$ cat src/rtl/cdr_phase_picker.sv
// Oversampled (8x) clock/data recovery phase picker with vote-filtered phase tracking and lock detect.
// Define CDR_DIN_SYNC_EN to put a two-flop synchroniser on din (adds 2 clk of latency).
module cdr_phase_picker #(
  parameter int unsigned FILT_THRESH = 4,
  parameter int unsigned LOCK_CNT    = 16,
  parameter int unsigned RUN_LIMIT   = 64
) (
  input  logic       clk,
  input  logic       rst,
  input  logic [7:0] phase,
  input  logic       din,
  output logic       dout,
  output logic       dout_valid,
  output logic [2:0] sel_phase,
  output logic       locked,
  output logic       phase_err
);

  // state   | meaning
  // ACQUIRE | waiting for the first data edge to seed sel_phase
  // TRACK   | filtering edge votes, emitting recovered bits
  typedef enum logic {ACQUIRE, TRACK} state_t;

  localparam logic signed [4:0] ACC_HI   = 5'(FILT_THRESH);
  localparam logic signed [4:0] ACC_LO   = -ACC_HI;
  localparam logic [7:0]        LOCK_MAX = 8'(LOCK_CNT);
  localparam logic [7:0]        RUN_MAX  = 8'(RUN_LIMIT);

  state_t            state, state_nxt;
  logic signed [4:0] acc, acc_nxt, acc_step;
  logic [7:0]        lock_cnt, lock_nxt;
  logic [7:0]        run_cnt, run_nxt, run_inc;
  logic [2:0]        sel_nxt;
  logic              din_q, din_q_nxt;
  logic              dout_nxt, valid_nxt, locked_nxt, perr_nxt;

  logic       phase_ok;
  logic [2:0] p_raw, p_idx, exp_idx, err;
  logic       din_s, edge_hit;
  logic       vote_up, vote_dn, err_good, err_bad;

  assign phase_ok = (phase != 8'd0) && ((phase & (phase - 8'd1)) == 8'd0);

  always_comb begin
    p_raw = 3'd0;
    for (int i = 0; i < 8; i++) begin
      if (phase[i]) p_raw = 3'(i);
    end
  end

`ifdef CDR_DIN_SYNC_EN
  logic din_m, din_y;

  always_ff @(posedge clk or negedge rst) begin
    if (!rst) begin
      din_m <= 1'b0;
      din_y <= 1'b0;
    end else begin
      din_m <= din;
      din_y <= din_m;
    end
  end

  // The phase vector moved two positions while din crossed the synchroniser.
  assign din_s = din_y;
  assign p_idx = p_raw - 3'd2;
`else
  assign din_s = din;
  assign p_idx = p_raw;
`endif

  assign edge_hit = din_s ^ din_q;
  assign exp_idx  = sel_phase + 3'd4;
  assign err      = p_idx - exp_idx;
  assign vote_up  = err inside {3'd1, 3'd2, 3'd3};
  assign vote_dn  = err inside {3'd5, 3'd6, 3'd7};
  assign err_good = err inside {3'd0, 3'd1, 3'd7};
  assign err_bad  = err inside {3'd2, 3'd3, 3'd5, 3'd6};
  assign run_inc  = run_cnt + 8'd1;

  always_comb begin
    acc_step = acc;
    if (vote_up)      acc_step = acc + 5'sd1;
    else if (vote_dn) acc_step = acc - 5'sd1;
  end

  always_ff @(posedge clk or negedge rst) begin
    if (!rst) begin
      state      <= ACQUIRE;
      sel_phase  <= 3'd4;
      acc        <= '0;
      lock_cnt   <= '0;
      run_cnt    <= '0;
      din_q      <= 1'b0;
      dout       <= 1'b0;
      dout_valid <= 1'b0;
      locked     <= 1'b0;
      phase_err  <= 1'b0;
    end else begin
      state      <= state_nxt;
      sel_phase  <= sel_nxt;
      acc        <= acc_nxt;
      lock_cnt   <= lock_nxt;
      run_cnt    <= run_nxt;
      din_q      <= din_q_nxt;
      dout       <= dout_nxt;
      dout_valid <= valid_nxt;
      locked     <= locked_nxt;
      phase_err  <= perr_nxt;
    end
  end

  always_comb begin
    state_nxt  = state;
    sel_nxt    = sel_phase;
    acc_nxt    = acc;
    lock_nxt   = lock_cnt;
    run_nxt    = run_cnt;
    din_q_nxt  = din_q;
    dout_nxt   = dout;
    valid_nxt  = 1'b0;
    locked_nxt = locked;
    perr_nxt   = phase_err;

    if (!phase_ok) begin
      perr_nxt = 1'b1;
    end else begin
      din_q_nxt = din_s;
      unique case (state)
        ACQUIRE: begin
          run_nxt = '0;
          if (edge_hit) begin
            sel_nxt   = p_idx + 3'd4;
            acc_nxt   = '0;
            lock_nxt  = '0;
            state_nxt = TRACK;
          end
        end
        TRACK: begin
          // Sample uses the registered sel_phase; filter updates land next cycle.
          if (p_idx == sel_phase) begin
            dout_nxt  = din_s;
            valid_nxt = 1'b1;
          end
          if (edge_hit) begin
            run_nxt = '0;
            if (acc_step == ACC_HI) begin
              sel_nxt = sel_phase + 3'd1;
              acc_nxt = '0;
            end else if (acc_step == ACC_LO) begin
              sel_nxt = sel_phase - 3'd1;
              acc_nxt = '0;
            end else begin
              acc_nxt = acc_step;
            end
            if (err_good)     lock_nxt = (lock_cnt == LOCK_MAX) ? lock_cnt : lock_cnt + 8'd1;
            else if (err_bad) lock_nxt = '0;
            locked_nxt = (lock_nxt == LOCK_MAX);
          end else if (p_idx == 3'd0) begin
            run_nxt = run_inc;
            if (run_inc == RUN_MAX) begin
              state_nxt  = ACQUIRE;
              locked_nxt = 1'b0;
              acc_nxt    = '0;
              run_nxt    = '0;
            end
          end
        end
      endcase
    end
  end

endmodule

$ cat config.mk
export PLATFORM = sky130hd
export DESIGN_NAME = cdr_phase_picker
export DESIGN_NICKNAME = d
export VERILOG_FILES = /design/src/rtl/cdr_phase_picker.sv
export SDC_FILE = /design/constraint.sdc
export NUM_CORES = 1
export LEC_CHECK = 0
export ABC_CLOCK_PERIOD_IN_PS = 3200
export BUFFER_PORTS_ARGS = -buffer_cell sky130_fd_sc_hd__buf_2
export CAP_MARGIN = 20
export CORE_ASPECT_RATIO = 1.75
export CORE_UTILIZATION = 27
export DETAILED_ROUTE_END_ITERATION = 10
export PLACE_DENSITY_LB_ADDON = 0.2
export SYNTH_ARGS = -nofsm -noshare
export SYNTH_HDL_FRONTEND = slang
export SYNTH_SLANG_ARGS = --single-unit
$ cat constraint.sdc
create_clock -name clk -period 3.2 [get_ports clk]
set_input_delay 0.32 -clock clk [delete_from_list [all_inputs] [get_ports clk]]
set_output_delay 0.32 -clock clk [all_outputs]
set_load 0.005 [all_outputs]
## After elaboration in Yosys (flattened, before gate mapping)

Cells that the tools add are included.

- Input port bits: 11
- Output and inout bits: 7
- Bits in registers: 30

- Mux-type cells: 45
- Reductions and logical operators: 17
- Eq/ne operators: 17
- Add/subtract/negate cells: 10
- Bitwise gates (word level): 3

Operators by type and width:

| kind | count |
|---|---|
| 8-bit 2-to-1 mux | 11 |
| 5-bit 2-to-1 mux | 8 |
| 8-bit case mux with 2 select lines | 2 |
| 3-bit 2-to-1 mux | 9 |
| 8-bit by 1-bit adder with 8-bit output (second input constant) | 2 |
| 8-bit by 5-bit == test with 1-bit output (second input constant) | 2 |
| 4-bit AND reduction | 3 |
| 1-bit 2-to-1 mux | 11 |
| 5-bit case mux with 2 select lines | 1 |
| 3-bit == test (second input constant) | 3 |
| 3-bit by 1-bit != test with 1-bit output (second input constant) | 3 |
| 3-bit nonzero test | 3 |
| 8-bit bitwise AND | 1 |
| 8-bit by 7-bit == test with 1-bit output (second input constant) | 1 |
| 8-bit logical NOT | 1 |
| 8-bit nonzero test | 1 |
| 8-bit by 1-bit subtractor with 8-bit output (second input constant) | 1 |
| 3-bit adder (second input constant) | 2 |
| 3-bit by 2-bit == test with 1-bit output (second input constant) | 2 |
| 3-bit logical NOT | 2 |
| 3-bit case mux with 2 select lines | 1 |
| 3-bit AND reduction | 2 |
| 5-bit by 2-bit adder with 5-bit output (second input constant) | 1 |
| 5-bit by 3-bit == test with 1-bit output (second input constant) | 1 |
| 17 further kinds | 18 |

## Logic depth before layout (Yosys ltp)

- Word-level depth: 17
- Mapped depth: 19
- Depth with buffers taken out: 18

## Worst setup path after synthesis

No wires, ideal clock.

- Path type: input-to-reg
- Start: input port phase[2]
- End: register sel_phase[2]
- Buffers on the path: 0
- Arrival time: 3.579 ns
- Setup time: 0.077 ns
- Cell stages on the path: 18
- Slack: -0.456 ns
- Data required time: 3.123 ns
- Cell sequence: inv_1 a21o_1 a21oi_1 nor2_1 nor2_1 ha_1 inv_1 ha_1 xor2_1 xnor3_1 mux2i_1 o21ai_0 and3_1 nand2_1 fa_1 a2111oi_0 and3b_1 o22ai_1

- Longest elaborated chain between the ends: 15
- Elaborated cells on any way between the ends: 31

Ends and longest elaborated chain:

| what | line | text |
|---|---|---|
| from (decl) | 10 | `input logic [7:0] phase,` |
| 2-bit 2-to-1 mux | 47 | `if (phase[i]) p_raw = 3'(i);` |
| 3-bit 2-to-1 mux (5 in a row) | 47 |  |
| 3-bit subtractor | 74 | `assign err = p_idx - exp_idx;` |
| 3-bit == test | 76 | `assign vote_dn = err inside {3'd5, 3'd6, 3'd7};` |
| 3-bit nonzero test | 76 |  |
| 5-bit 2-to-1 mux | 84 | `else if (vote_dn) acc_step = acc - 5'sd1;` |
| 5-bit 2-to-1 mux | 83 | `if (vote_up) acc_step = acc + 5'sd1;` |
| 5-bit by 4-bit == test with 1-bit output | 147 | `if (acc_step == ACC_HI) begin` |
| 3-bit 2-to-1 mux | 147 |  |
| 3-bit 2-to-1 mux | 145 | `if (edge_hit) begin` |
| 3-bit case mux with 2 select lines | 129 | `unique case (state)` |
| to (signal assigned) | 101 | `sel_phase <= sel_nxt;` |
| to (decl) | 14 | `output logic [2:0] sel_phase,` |

Several ways; a longest one is shown, not always the timed one. The select of a mux whose other input is x is not followed.
A chain may end at the register's enable or synchronous reset.

## Worst setup path after layout

Ends and elaborated chain as after synthesis.

==> impl_metrics.py <==
metrics = {
    "timing": {
        "setup_viol": 1,
        "finalHoldViolations": 0,
        "slew_viol_final": 0,
        "rsz0062_at_grt": "true",
        "finClkSkew_ns": 0.00352,
        "period_share_pct": 101,
        "fin_crit_ns": 3.24,
        "tns_ns": -0.0415,
        "tightest_slew_ns": 0.758,
        "whs_ns": 0.105,
        "slew_headroom_pct": 49.5,
        "worst_slack_ns": -0.0415,
        "max_freq_mhz": 308,
    },
    "logic_synthesis": {
        "avgSynthCellArea_um2": 8.83,
        "synth_cell_types": 60,
        "synth.largest_area_cell": "dfrtp_1",
        "async_reset_ff_share_pct": 100,
        "synth_edf_count": 0,
        "synth-seq-cells": 30,
        "syn_area_um2": 2240,
        "synth_fp_nets": 274,
        "synth_common_cells": "dfrtp_1 (29), nand2_1 (24), nand3_1 (20)",
        "synth_ff_type": "dfrtp_1",
        "ys_seq_area_share_pct": 33.5,
        "ys_warn_count": 0,
        "netlist_instances": 254,
        "synthTopCellsByArea": "dfrtp_1 (32%), ha_1 (4.5%), nand3_1 (4.5%)",
        "synth_top_area_share_pct": 32.3,
        "yosysMostFrequentCell": "dfrtp_1",
    },
    "pwr": {
        "power.leakage_uw": 0.00139,
        "vdd_drop_max_v": 0.000381,
        "power_density_nw_per_um2": 950,
    },
    "route": {
        "drc_errors": 0,
        "viasPerCell": 5.40,
        "firstDrtPassIters": 6,
        "ant_nets": 0,
        "drtIter0Drc": 79,
        "vias": 2267,
        "drt-total-wl_mm": 6.82,
        "wl_per_cell_um": 16.2,
    },
    "global_route": {
        "antenna_found_initial": 0,
        "grt_max_degree": 31,
        "grt_pass1_wl_mm": 11.0,
        "grt_usage_pct": 16.7,
        "grt_overflow": 0,
        "grt_pass1_vias": 2293,
    },
    "clock_tree": {
        "clock-sinks": 30,
        "cts_max_path_buffers": 2,
        "clock_latency_ns": 0.28,
        "cts-htree-levels": 2,
        "clk_pin_slew_ns": 0.06,
        "cts_tree": "done",
        "cts_root_buffer": "clkbuf_16",
        "numCtsBuffers": 5,
    },
    "place": {
        "portBuffers": 17,
        "dp_hpwl_mm": 5.03,
        "place.gp.congestion": 0.842,
    },
    "outcome": {
        "status": "complete, but fails checks",
        "violations": "negative setup slack",
    },
    "cells_and_area": {
        "fill_cells": 815,
        "layout.nets": 349,
        "antenna_cells": 0,
        "drive_above_1_share_pct": 38.2,
        "syn2layout_area_growth_pct": 42.7,
    },
    "floorplanning": {
        "rows": 43,
        "initial_core_util_pct": 28.2,
        "ios": 18,
        "die_w_um": 70.9,
        "dieArea_um2": 8690,
        "die_h_um": 123,
        "core_um2": 7960,
    },
    "job": {
        "drv_cap": 0,
    },
    "min_path": {
        "hp-class": "in -> async",
    },
    "setup_path": {
        "cp_data_required_time_ns": 3.41,
        "path_max_fanout": 4,
        "ff2ff_setup_slack_ns": 0,
        "end_kind": "flop",
        "crit_type": "in -> reg",
        "cp_data_arrival_time_ns": 3.45,
        "critPathLaunchType": "input pin",
    },
}
-- repair_timing --
action | 4_1_cts | 5_1_grt
setup endpoints to repair | 1 | 5
pin swaps | 6 | 9
resized for setup | 3 | 30
hold endpoints to repair | 0 | 0
hold buffers | 0 | 0
setup buffers | 7 | 5
-- per-stage QoR --
| step | instances | total power, µW | utilization [%] | instance area [µm²] | worst slack [ns] |
|---|---|---|---|---|---|
| detailed placement | 401 | 1960 | 34.9 | 2780 | -0.490 |
| floorplan | 254 | 1420 | - | 2270 | -0.276 |
| CTS | 416 | 2790 | 38.2 | 3040 | -0.0292 |
| global route | 420 | 3250 | 40.2 | 3200 | -0.293 |
| global placement | 401 | 1950 | 34.9 | 2780 | -0.325 |
| finish | 420 | 3040 | 40.2 | 3200 | -0.0415 |
-- layout by cell type, fill, tap and decap left out, drive strengths merged, types with 2 or more instances in the layout --
cell and instances:
a21o 4, o21ai 19, nor2 20, a21oi 7, or3 3, a22o 4
a32o 2, nor3 7, buf 74, dfrtp 29, o22a 2, nand3 20
xnor2 5, nor4 3, mux2i 6, o41ai 4, xor2 4, and2 4
or2 3, o31ai 11, o2bb2ai 3, nand2b 3, nand4 3, inv 10
nand2 24, bufinv 2, and3 10, mux2 5, nor3b 3, nor2b 3
or4 2, clkbuf 6, ha 8
-- where the power goes --
part | switching (µW) | internal (µW) | total, µW
clock network | 185 | 467 | 652
logic | 871 | 955 | 1830
registers | 101 | 462 | 562
-- worst paths after layout --
kind,cells past startpoint,to,start
hold / removal,1,run_cnt[5],rst
min in group clk,2,dout,din
hold reg to reg,1,phase_err,phase_err
setup / recovery,20,sel_phase[2],phase[2]
setup reg to reg,14,sel_phase[2],sel_phase[1]
max in group asynchronous,1,dout_valid,rst
-- registers in the layout (all words and copies together) (netlist names), 3 cells and up --
register	count
lock_cnt	8
acc	5
sel_phase	3
run_cnt	8
-- metal layers --
layer	vias to the layer above	share of wire [%]	GRT usage [%]
met5	-	0	0
met4	0	5.1	10.3
met3	24	2.5	3.28
met2	43	57	33.5
met1	1104	35	14.8
li1	1096	-	-
-- area by class of cell --
cell class,count,area [µm²],share of cell area (%)
multi-input cells,207,1560,48.6
flip-flops and latches,30,752,23.5
repair buffers,74,539,16.8
clock buffers,6,139,4.34
well taps,90,113,3.52
clock inverters,2,60.1,1.88
inverters,11,41.3,1.29
-- cells by family after synthesis --
| group | after synthesis | synth area share (%) |
|---|---|---|
| XOR/XNOR | 10 | 4.52 |
| AND/OR/NAND/NOR | 110 | 26.3 |
| multiplexers | 11 | 5.35 |
| buffers and inverters | 17 | 3.23 |
| adder cells (fa/ha/maj) | 10 | 5.80 |
| flip-flops | 30 | 33.5 |
| AO/OA/AOI/OAI | 66 | 21.3 |
-- worst max-delay path, cell delays in order --
cell	delay, ns
buf_6	0.08
inv_2	0.02
a21o_1	0.17
a21oi_2	0.16
nor2_2	0.05
nor2_1	0.09
ha_2	0.18
inv_2	0.04
ha_4	0.15
xor2_2	0.16
xnor3_2	0.36
xor2_2	0.19
o31ai_2	0.26
and3_1	0.23
nand2_2	0.07
fa_2	0.35
buf_4	0.15
mux2i_1	0.19
nor3_2	0.07
o22ai_2	0.16
No activity file was read; power rests on OpenSTA's default activity.
